$ cat config.mk
export PLATFORM = sky130hd
export DESIGN_NAME = serial_add_ctrl
export DESIGN_NICKNAME = d
export VERILOG_FILES = /design/src/rtl/serial_add_pkg.sv /design/src/rtl/serial_add_ctrl_fa_cell.sv /design/src/rtl/serial_add_ctrl.sv
export SDC_FILE = /design/constraint.sdc
export NUM_CORES = 1
export LEC_CHECK = 0
export ABC_AREA = 1
export CAP_MARGIN = 20
export CORE_MARGIN = 2
export CORE_UTILIZATION = 33
export DETAILED_ROUTE_END_ITERATION = 8
export PLACE_DENSITY = 0.58
export REMOVE_ABC_BUFFERS = 1
export SYNTH_ARGS = -nofsm -noshare
export SYNTH_HDL_FRONTEND = slang
export SYNTH_SLANG_ARGS = --single-unit
$ cat constraint.sdc
create_clock -name clk -period 3.6 [get_ports clk]
set_input_delay 0.9 -clock clk [delete_from_list [all_inputs] [get_ports clk]]
set_output_delay 0.9 -clock clk [all_outputs]
set_load 0.01 [all_outputs]
$ cat src/rtl/serial_add_pkg.sv
// Shared definitions for the bit-serial adder controller: FSM state codes,
// default operand width and bit-counter width derivation.
package serial_add_pkg;

    typedef logic [1:0] state_t;

    localparam state_t IDLE = 2'd0;
    localparam state_t RUN  = 2'd1;
    localparam state_t DONE = 2'd2;

    localparam int unsigned DEF_WIDTH = 8;

    // Counter must index bits 0..w-1; never narrower than one bit.
    function automatic int unsigned cnt_width(input int unsigned w);
        return (w < 2) ? 1 : $clog2(w);
    endfunction

endpackage

$ cat src/rtl/serial_add_ctrl_fa_cell.sv
// 1-bit generate/propagate full-adder cell; purely combinational.
module fa_cell (
    input  logic a,
    input  logic b,
    input  logic ci,
    output logic sum_c,
    output logic cout_c
);

    logic g;
    logic p;

    assign g      = a & b;
    assign p      = a ^ b;
    assign sum_c  = p ^ ci;
    assign cout_c = g | (p & ci);

endmodule

$ cat src/rtl/serial_add_ctrl.sv
// Bit-serial WIDTH-bit adder time-sharing one fa_cell, LSB first.
// Define SERIAL_ADD_SUB_EN to honour in_sub (a - b as a + ~b + 1).
module serial_add_ctrl
    import serial_add_pkg::*;
#(
    parameter int unsigned WIDTH = DEF_WIDTH
) (
    input  logic             clk,
    input  logic             rst,
    input  logic             in_valid,
    output logic             in_ready,
    input  logic [WIDTH-1:0] in_a,
    input  logic [WIDTH-1:0] in_b,
    input  logic             in_cin,
    input  logic             in_sub,
    output logic             out_valid,
    input  logic             out_ready,
    output logic [WIDTH-1:0] out_sum,
    output logic             out_cout,
    output logic             busy
);

    localparam int unsigned CNT_W = cnt_width(WIDTH);

    state_t           state;
    state_t           next_state;
    logic [WIDTH-1:0] a_sh;
    logic [WIDTH-1:0] b_sh;
    logic [WIDTH-1:0] sum_sh;
    logic             carry;
    logic [CNT_W-1:0] cnt;
    logic             sub_c;
    logic             accept_c;
    logic             last_c;
    logic             cell_s_c;
    logic             cell_co_c;

`ifdef SERIAL_ADD_SUB_EN
    assign sub_c = in_sub;
`else
    logic unused_sub;
    assign unused_sub = in_sub;
    assign sub_c      = 1'b0;
`endif

    fa_cell u_cell (
        .a      (a_sh[0]),
        .b      (b_sh[0]),
        .ci     (carry),
        .sum_c  (cell_s_c),
        .cout_c (cell_co_c)
    );

    assign accept_c = in_valid && in_ready;
    assign last_c   = (cnt == CNT_W'(WIDTH - 1));

    // Next-state logic
    always_comb begin
        next_state = state;
        case (state)
            IDLE:    if (accept_c) next_state = RUN;
            RUN:     if (last_c) next_state = DONE;
            DONE:    if (out_valid && out_ready) next_state = IDLE;
            default: next_state = IDLE;
        endcase
    end

    always_ff @(posedge clk or posedge rst) begin
        if (rst) begin
            state <= IDLE;
        end else begin
            state <= next_state;
        end
    end

    // Handshake flags are registered decodes of the state being entered.
    always_ff @(posedge clk or posedge rst) begin
        if (rst) begin
            in_ready  <= 1'b1;
            out_valid <= 1'b0;
            busy      <= 1'b0;
        end else begin
            in_ready  <= (next_state == IDLE);
            out_valid <= (next_state == DONE);
            busy      <= (next_state != IDLE);
        end
    end

    // Operand/sum shifters, carry flop and bit counter
    always_ff @(posedge clk or posedge rst) begin
        if (rst) begin
            a_sh     <= '0;
            b_sh     <= '0;
            sum_sh   <= '0;
            carry    <= 1'b0;
            cnt      <= '0;
            out_sum  <= '0;
            out_cout <= 1'b0;
        end else begin
            if (state == IDLE && accept_c) begin
                a_sh   <= in_a;
                b_sh   <= sub_c ? ~in_b : in_b;
                carry  <= sub_c ? 1'b1 : in_cin;
                cnt    <= '0;
                sum_sh <= '0;
            end else if (state == RUN) begin
                a_sh   <= {1'b0, a_sh[WIDTH-1:1]};
                b_sh   <= {1'b0, b_sh[WIDTH-1:1]};
                sum_sh <= {cell_s_c, sum_sh[WIDTH-1:1]};
                carry  <= cell_co_c;
                cnt    <= cnt + CNT_W'(1);
                if (last_c) begin
                    out_sum  <= {cell_s_c, sum_sh[WIDTH-1:1]};
                    out_cout <= cell_co_c;
                end
            end
        end
    end

endmodule

After elaboration in Yosys (flattened, before gate mapping). Index checks and enable logic that the tools add are counted.

Bits in registers: 42. Input port bits: 22. Output and inout port bits: 12. Word-level logic and storage cells: 44.

Add/subtract/negate cells: 1. Equality and inequality tests: 4. Muxes and demuxes: 14. Bitwise gates (word level): 6. Reductions and logical operators: 8.

Operators with widths (number): 8-bit 2-to-1 mux (6); 2-bit 2-to-1 mux (3); 3-bit 2-to-1 mux (2); 2-bit case mux with 3 select lines (1); 2-bit == test, second input constant (2); 2-bit logical NOT (2); 2-bit nonzero test (2); 3-bit by 1-bit adder with 3-bit output, second input constant (1); 3-bit == test, second input constant (1); 1-bit logical AND (3); 3-bit AND reduction (1); 1-bit AND (2); 2-bit by 1-bit == test with 1-bit output, second input constant (1); 1-bit 2-to-1 mux (2); 1-bit bitwise XOR (2); 1-bit inverter (1); 1-bit bitwise OR (1).

Depth between registers and ports, before layout.
Word-level depth: 5. Mapped depth: 8. Depth with buffers taken out: 7.

Hierarchy. A second synthesis with hierarchy kept.

Cells, all modules: 217. Area, all modules: 1864.3 µm².

Modules (own cells, without submodules): serial_add_ctrl (instances 1, cells an instance 216, area each 1844.3 µm²); fa_cell (instances 1, cells an instance 1, area each 20.0 µm²).

Worst setup path after synthesis. OpenSTA, ideal clock, no wires.

Path kind: input -> register. Start point: input in_valid. End point: register a_sh[0]. Library setup time: 0.116 ns. Data arrival time: 1.489 ns. Setup slack: 1.995 ns. Cell stages on the path: 7. Path buffers: 2. Cell sequence: nand2_1 > inv_2 > nand2_1 > buf_6 > buf_6 > nand3_2 > nand2_1.

Longest elaborated chain between the ends: 3. Elaborated cells between the ends (all ways): 4. Those cells by class: mux: 1; reduce/logical: 3.

RTL lines: from (decl) (line serial_add_ctrl.sv:10) `input logic in_valid,`; 1-bit logical AND * (line serial_add_ctrl.sv:54) `assign accept_c = in_valid && in_ready;`; 1-bit logical AND * (line serial_add_ctrl.sv:100) `if (state == IDLE && accept_c) begin`; 8-bit 2-to-1 mux / 2-bit nonzero test (equally long branches); to (signal assigned) (line serial_add_ctrl.sv:101) `a_sh <= in_a;`; to (signal assigned) (line serial_add_ctrl.sv:107) `a_sh <= {1'b0, a_sh[WIDTH-1:1]};`; to (decl) (line serial_add_ctrl.sv:27) `logic [WIDTH-1:0] a_sh;`.

Mark *: on every way between the ends. The rest lies on a longest branch, timed or not. A chain may end at the register's enable or synchronous reset.

Final worst setup path.
Start point: register in_ready. End point: output in_ready.

RTL lines: from (decl) (line serial_add_ctrl.sv:11) `output logic in_ready,`; from (signal assigned) (line serial_add_ctrl.sv:83) `in_ready <= (next_state == IDLE);`.

No word-level cell between the ends.

==> results <==
- The flow ran to the end, and the final reports show no timing, DRC or antenna violations.
- The share of the yosys chip area belonging to registers is 52.4%.
- The average wire length per cell after detail routing is 10.9 um.
- The fraction of post-synthesis cell area in the top cell type by area is 51.1%.
- The worst min-delay path class is register to register.
- The synthesis-stage register bit count is 41.
- Ranked by total cell area, the synthesized netlist is headed by dfrtp_1, nand2_1, nand3_1.
- The starting DRC count in detailed routing is 82.
- The multi-input logic area is 721 um2.
- The biggest cell delay along the critical path is 0.53 ns.
- In the final layout, the share of cells above drive strength 1 is 13.2%.
- For this design the top-level I/O count stands at 34.
- The clock network latency to the later pin of the worst-skew pair is 0.29 ns.
- Once the clock tree was built, the setup fixing pass inserted 0 buffers.
- The synthesized instance count is 219.
- By startpoint and endpoint, the worst setup path is classified as register to output port.
- The number of resized instances in the post-cts repair step is 0.
- The floorplan step defined a core boundary enclosing 5820 um2.
- Leaving out fill and tap cells, the most frequent cell in the layout is nand2_1.
- Along the worst path, the maximum fanout reaches 2.
- The time the worst path needs with I/O delays and setup is 2.25 ns.
- In this run the number of H-tree levels came out at 2.
- The count of buffering cells on the critical path with inverters included is 1.
- The worst setup path is launched from a register.
- The die boundary height is 81.1 um.
- The number of antenna violations at the first check in global routing was 0.
- The cell area that synthesis handed to floorplanning was 1960 um2.
- Wires add up to 3.56 mm.
- The final critical path takes up 62.5% of the cycle.
- At the end of routability-driven placement, the weighted congestion stood at 0.707.
- After clock tree synthesis, the flow added hold-fix buffers numbering 0.
- The full die area is 6570 um2.
- Setup repair after global routing left no endpoint under its margin.
- The nature of the critical path endpoint is an output port.
- The maximum number of pins on one net before global-route repair is 42.
- The residual DRC count is 0.
- The total vias in the final route is 1435.
- The number of clock buffers added by TritonCTS is 5.
- The actual slew at the worst max-slew pin is 0.827 ns.
- The sequential cell area in the final layout is 1030 um2.
- The worst-case register-to-register setup slack is 1.72 ns.
- The number of warnings issued by yosys is 0.
- The number of slew-limit violations in the final report is 0.
- The remaining antenna violation count is 0.
- The static leakage is 0.00120 uW.
- The number of antenna diodes in the final layout is 0.
- The final worst clock skew is 0.00655 ns.
- The filler cell count is 601.
- The number of distinct library cell variants in the gate-level netlist after synthesis is 20.
- The gate family responsible for the most delay along the worst path is flip-flops.
- Measured against its own limit, the worst slew margin works out to 44.6%.
- The final count of negative-setup-slack endpoints is 0.
- TritonCTS built the clock tree.
- The final count of hold timing violations is 0.
- The post-synthesis cell type with the largest combined area is dfrtp_1.
- The via density per instance is 4.42.
- The total power draw is 1960 uW.
- Across the VDD grid, the largest voltage drop is 267 uV.
- The initialized floorplan defines 28 standard-cell rows.
- The cell sitting at the root of the clock tree is a clkbuf_8.
- Data on the critical path is required at its endpoint by 2.70 ns.
- Dividing total power by cell area gives a power density of 814 nW/um2.
- The top cell types in the final layout, fill and taps aside, are nand2_1, dfrtp_1, nand3_1, clkdlybuf4s50_1, inv_1.
- The number of global-route vias before repair is 1322.
- The post-synthesis to final-layout area growth is 22.8%.
- Walking the worst path, the cells encountered are clkdlybuf4s50_1.
- The wire length of the first global-routing pass is 6.13 mm.
- The number of max-cap violations is 0.
- The summed negative setup slack over all endpoints is 0 ns.
- The count of buffers from port buffering is 32.
- The average cell area after synthesis is 8.95 um2.
- Summed over all nets, the half-perimeter wirelength after detailed placement is 2.26 mm.
- The number of iterations in the first detailed-routing pass is 4.
- The effective utilization at floorplan is 33.7%.
- The clock input transition at the sequential cells of the worst setup and hold paths is 0.09 ns.
- After the last flow step, the layout net total stands at 274.
- At the worst endpoint, the arrival time is 1.35 ns.
- The clock passes through at most 2 buffers.
- The total overflow left after global routing is 0.
- The die span in x is 81.1 um.
- The clock net sink count is 41.
- Based on the critical path, the design can be clocked at up to 0.445 GHz.
- For this run, the total global-route usage over all layers was measured as 12.4%.
- The cell with the largest stage delay on the worst path is dfstp_2.
[cell families (layout without fill, tap and decap cells)]
kind of cell,count (synthesis),after routing,share of synthesized area (%)
DFF,41,41,52.4
and+or+nand+nor,117,117,28.8
adders and majority gates,3,3,2.30
AOI/OAI and AO/OA,17,17,5.68
buffers and inverters,41,72,10.8
[final cells by class]
type | instances | share of cell area [%]
tap | 75 | 3.90
sequential | 41 | 42.7
clock inverter | 3 | 1.92
timing repair buffer | 34 | 13.9
clock buffer | 5 | 2.86
multi-input combinational | 137 | 29.9
inverter | 30 | 4.78
[through the flow]
step / worst slack [ns] / instances / area (um2) / utilization, % / hold slack, ns
after floorplan: 1.56 / 208 / 1860 / - / 0.456
after global placement: 1.23 / 317 / 2290 / 39.4 / 0.461
after detailed placement: 1.21 / 317 / 2290 / 39.4 / 0.467
after CTS: 1.33 / 325 / 2410 / 41.4 / 0.487
after global routing: 1.31 / 325 / 2410 / 41.4 / 0.515
final: 1.35 / 325 / 2410 / 41.4 / 0.481
[routing by layer]
metal	GRT usage [%]	vias to the layer above	wire, um
met3	3.89	4	161
met1	15.8	656	1730
met2	19.9	27	1610
met4	4.58	0	57
li1	-	748	-
met5	0	-	0
[report_power, final]
part	leakage (uW)	switching [uW]	total (uW)	internal, uW
registers	0.000529	105	765	660
logic	0.000616	492	822	330
clock network	0.0000543	165	373	208
[cells in the mapped netlist, drive strengths merged]
master,count
dfrtp,40
fa,1
o21ai,17
nor2,2
dfstp,1
buf,11
inv,30
nand2,69
nand3,46
ha,2
[flip-flops by register name (all words and copies together) (netlist names)]
| signal | flops |
|---|---|
| out_sum | 8 |
| a_sh | 8 |
| in_ready | 1 |
| cnt | 3 |
| state | 2 |
| sum_sh | 7 |
| b_sh | 8 |
| out_cout | 1 |
| carry | 1 |
| busy | 1 |
| out_valid | 1 |
[final timing paths]
kind / to / cells past startpoint / start
setup / recovery: in_ready / 1 / in_ready
hold / removal: out_sum[0] / 2 / out_sum[0]
setup reg to reg: out_sum[7] / 6 / state[1]
hold reg to reg: out_sum[0] / 2 / out_sum[0]
max in group asynchronous: in_ready / 3 / rst
min in group asynchronous: state[1] / 3 / rst
Power figures use the tool's default switching activity.
